### src/rtl/adder_tree_pipe.sv
`default_nettype none
// ============================================================================
// Module   : adder_tree_pipe
// Purpose  : Fully pipelined valid/ready binary adder tree over 2^LEVELS lanes
// Revision : 1.0 - initial release
// ============================================================================
module adder_tree_pipe #(
  parameter int WIDTH    = 9,
  parameter int N_INPUTS = 8,
  parameter int LEVELS   = 3,
  parameter int SIGNED   = 0
) (
  input  logic                      clk,
  input  logic                      rst,
  input  logic                      in_valid,
  output logic                      in_ready,
  input  logic [N_INPUTS*WIDTH-1:0] in_data,
  output logic                      out_valid,
  input  logic                      out_ready,
  output logic [WIDTH+LEVELS-1:0]   sum
);

  // Every level lives in one flat bus; level j holds 2^(LEVELS-j) values of WIDTH+j bits.
  function automatic int level_offset(input int lvl);
    int acc;
    acc = 0;
    for (int k = 0; k < lvl; k++) begin
      acc += (1 << (LEVELS - k)) * (WIDTH + k);
    end
    return acc;
  endfunction

  localparam int USED_LANES = 1 << LEVELS;
  localparam int TOTAL_BITS = level_offset(LEVELS + 1);
  localparam int OUT_OFF    = level_offset(LEVELS);

  logic [TOTAL_BITS-1:0] r_data;
  logic [TOTAL_BITS-1:0] w_next;
  logic [LEVELS:0]       r_valid;
  logic                  w_stall;

  assign w_stall   = r_valid[LEVELS] && !out_ready;
  assign in_ready  = !w_stall;
  assign out_valid = r_valid[LEVELS];
  assign sum       = r_data[OUT_OFF +: WIDTH+LEVELS];

  assign w_next[0 +: USED_LANES*WIDTH] = in_data[USED_LANES*WIDTH-1:0];

  for (genvar j = 1; j <= LEVELS; j++) begin : g_level
    localparam int NODES = 1 << (LEVELS - j);
    localparam int SW    = WIDTH + j;
    localparam int SRC   = level_offset(j - 1);
    localparam int DST   = level_offset(j);

    for (genvar i = 0; i < NODES; i++) begin : g_node
      logic [SW-2:0] w_a;
      logic [SW-2:0] w_b;
      logic          w_ext_a;
      logic          w_ext_b;

      assign w_a     = r_data[SRC + (2*i)*(SW-1)   +: SW-1];
      assign w_b     = r_data[SRC + (2*i+1)*(SW-1) +: SW-1];
      assign w_ext_a = (SIGNED != 0) ? w_a[SW-2] : 1'b0;
      assign w_ext_b = (SIGNED != 0) ? w_b[SW-2] : 1'b0;
      assign w_next[DST + i*SW +: SW] = {w_ext_a, w_a} + {w_ext_b, w_b};
    end
  end

  if (N_INPUTS > USED_LANES) begin : g_unused_lanes
    logic w_unused;
    assign w_unused = ^in_data[N_INPUTS*WIDTH-1:USED_LANES*WIDTH];
  end

  // Data registers load freely when not stalled; only the valid chain carries meaning.
  always_ff @(posedge clk or posedge rst) begin
    if (rst) begin
      r_data  <= '0;
      r_valid <= '0;
    end else if (!w_stall) begin
      r_data  <= w_next;
      r_valid <= {r_valid[LEVELS-1:0], in_valid};
    end
  end

endmodule
`default_nettype wire

### config.mk
export PLATFORM = sky130hd
export DESIGN_NAME = adder_tree_pipe
export DESIGN_NICKNAME = d
export VERILOG_FILES = /design/src/rtl/adder_tree_pipe.sv
export SDC_FILE = /design/constraint.sdc
export NUM_CORES = 1
export LEC_CHECK = 0
export CORE_ASPECT_RATIO = 1.75
export CORE_UTILIZATION = 40
export CTS_CLUSTER_SIZE = 40
export DETAILED_ROUTE_END_ITERATION = 16
export DONT_BUFFER_PORTS = 1
export PLACE_DENSITY = 0.64
export SYNTH_ARGS = -nofsm -noshare
export SYNTH_HDL_FRONTEND = slang
export SYNTH_SLANG_ARGS = --single-unit
export TNS_END_PERCENT = 20
### constraint.sdc
create_clock -name clk -period 13.21 [get_ports clk]
set_input_delay 1.9815 -clock clk [delete_from_list [all_inputs] [get_ports clk]]
set_output_delay 1.9815 -clock clk [all_outputs]
set_load 0.02 [all_outputs]
==> impl_metrics.env <==
export IMPL_outcome="finished clean"
export IMPL_finalSetupViolCount=0
export IMPL_r2r_slack_ns=9.93
export IMPL_core_um2=20200
export IMPL_placed_cell_area_um2=8333
export IMPL_cts_tree="yes"
export IMPL_synth_fp_nets=1071
export IMPL_postCtsSetupBuffers=0
export IMPL_path_class="in2out"
export IMPL_clk_latency_ns=0.43
export IMPL_final_hold_violation_count=0
export IMPL_start_util_pct=40.69
export IMPL_peakVddDrop_uv=124.0
export IMPL_chipWidth_um=110.4
export IMPL_worstPathCellList="nor2b_4, buf_4, inv_4"
export IMPL_clock_sinks=150
export IMPL_drc=0
export IMPL_start_kind="primary input"
export IMPL_slowest_stage="buf_4"
export IMPL_grt_util_all_layers_pct=17.29
export IMPL_hold_slack_ns=0.4626
export IMPL_cts_made_buffers=17
export IMPL_slowest_delay_ns=0.57
export IMPL_path_buf_inv=2
export IMPL_maxSlewViolCount=0
export IMPL_setup_tns_final_ns=0
export IMPL_rsz0062_at_grt="false"
export IMPL_power_mw=2.524
export IMPL_synth_flop_cell="dfrtp_1"
export IMPL_hold_path_class="reg2reg"
export IMPL_synth_cell_types=40
export IMPL_syn_to_final_growth_pct=8.921
export IMPL_seq_area_frac_synth_pct=45.67
export IMPL_antenna_found_initial=0
export IMPL_relSlewSlack_pct=28.21
export IMPL_synth_area_um2=8219
export IMPL_finalCritPeriodShare_pct=38.47
export IMPL_register_area_um2=3754
export IMPL_vias=6031
export IMPL_final_layout_size_suffix_gt1_share_pct=4.730
export IMPL_wirelength_um=16680
export IMPL_ys_ff_latch=150
export IMPL_root_buffer="clkbuf_16"
export IMPL_gp_congestion=0.7828
export IMPL_syn_inst=921
export IMPL_dp_hpwl_um=11580
export IMPL_multi_input_area_um2=4096
export IMPL_overflow=0
export IMPL_grt_pass1_vias=6016
export IMPL_final_antenna_net_count=0
export IMPL_avgViaCountPerCell=5.213
export IMPL_antenna_cells=0
export IMPL_cp_required_ns=11.23
export IMPL_synth_edf_count=0
export IMPL_dieHeight_um=191.6
export IMPL_endpoint_kind="primary output"
export IMPL_grt_pass1_wl_um=28140
export IMPL_crit_fanout=73
export IMPL_yosys_warnings=0
export IMPL_htree_num_levels=4
export IMPL_worst_pin_slew_ns=1.077
export IMPL_fp_row_count=69
export IMPL_hold_buffers=0
export IMPL_powerDensity_nw_per_um2=281.9
export IMPL_max_freq_mhz=196.8
export IMPL_io_buffers=0
export IMPL_drtIter0Drc=241
export IMPL_p_leak_nw=4.349
export IMPL_cap_violations=0
export IMPL_final_nets=1048
export IMPL_nFillCells=2046
export IMPL_period_needed_ns=5.082
export IMPL_cp_top_family="buffers and inverters"
export IMPL_arrival_ns=3.10
export IMPL_synthArstFlopShare_pct=100.0
export IMPL_first_pass_iters=4
export IMPL_io_pins=90
export IMPL_wl_per_cell_um=14.42
export IMPL_path_clk_slew_ns=0.06
export IMPL_dieArea_um2=21150
export IMPL_cts_resized=0
export IMPL_clk_path_buf_depth=2
export IMPL_final_area_um2=8952
export IMPL_fin_skew_ns=0.006165
export IMPL_synth_area_per_cell_um2=8.924
export IMPL_grt_max_degree=117
## cell usage in the layout, fill, tap and decap left out, types with 9 or more instances in the layout
cell type / count
a211oi_1: 9
a21o_1: 26
a21oi_1: 53
a31oi_1: 12
clkbuf_16: 17
dfrtp_1: 150
ha_1: 67
inv_1: 34
nand2_1: 287
nor2_1: 46
nor3_1: 19
o21a_1: 23
o21ai_0: 44
o31ai_1: 15
xor2_1: 18
## report_power, final
part / leakage [nW] / total, mW / internal (mW) / switching [mW]
Sequential: 1.77 / 0.805 / 0.657 / 0.147
Clock: 0.298 / 0.511 / 0.319 / 0.192
Combinational: 2.28 / 1.21 / 0.519 / 0.690
Total: 4.35 / 2.52 / 1.49 / 1.03
## path summary, 6_finish.rpt
path                                      endpoint  cells after the start              startpoint
setup reg to reg           r_data[121]$_DFFE_PP0N_                      7  r_valid[3]$_DFFE_PP0N_
hold / removal              r_valid[3]$_DFFE_PP0N_                      1  r_valid[2]$_DFFE_PP0N_
hold reg to reg             r_valid[3]$_DFFE_PP0N_                      1  r_valid[2]$_DFFE_PP0N_
setup / recovery                          in_ready                      3               out_ready
min in group asynchronous   r_valid[0]$_DFFE_PP0N_                      1                     rst
max in group asynchronous   r_data[31]$_DFFE_PP0N_                      2                     rst
## synth_stat cells, drive strengths merged, types with 8 or more instances
master  count  area [um^2]
a211oi      9        67.56
a21o       26        195.2
a21oi      56        291.5
a31oi      12        75.07
buf        36        204.0
clkbuf     10        37.54
dfrtp     150         3754
ha         67        838.3
inv        36        135.1
nand2     287         1077
nor2       46        172.7
nor2b       8        50.05
nor3       19        95.09
o21a       23        172.7
o21ai      44        220.2
o31ai      16        133.9
xor2       18        157.7
## per-stage QoR
stage | instances | setup slack [ns] | util (%)
final | 1157 | 8.128 | 44.31
after detailed placement | 1127 | 8.103 | 41.25
after global placement | 1127 | 8.092 | 41.25
after floorplan | 921 | 7.192 | -
after CTS | 1157 | 8.099 | 44.31
after global routing | 1157 | 8.009 | 44.31
## state kept, by name, indices dropped and copies added, names as in the netlist
signal	flops
r_data	146
r_valid	4
## cell type report
type                       count  share of cell area [%]
clock inverter                12                   2.013
clock buffer                  18                   4.906
sequential                   150                   41.93
multi-input combinational    689                   45.76
timing repair buffer           4                  0.3354
inverter                      36                   1.593
tap                          248                   3.466
## routing by layer
| layer | GRT usage, % | wire [um] | up-vias |
|---|---|---|---|
| li1 | - | - | 3066 |
| met5 | 0 | 0 | - |
| met1 | 19.29 | 6874 | 2863 |
| met2 | 31.22 | 8913 | 81 |
| met4 | 6.883 | 346 | 0 |
| met3 | 3.699 | 548 | 21 |
## logic make-up (layout without fill, tap and decap cells)
logic type / Yosys count / after routing / synth area share, %
AO/OA/AOI/OAI: 206 / 206 / 16.21
XOR/XNOR: 23 / 23 / 2.451
adder cells (fa/ha/maj): 74 / 74 / 11.90
buffers and inverters: 82 / 70 / 4.582
flip-flops: 150 / 150 / 45.67
AND/OR/NAND/NOR: 386 / 386 / 19.18
Power figures use the tool's default switching activity.
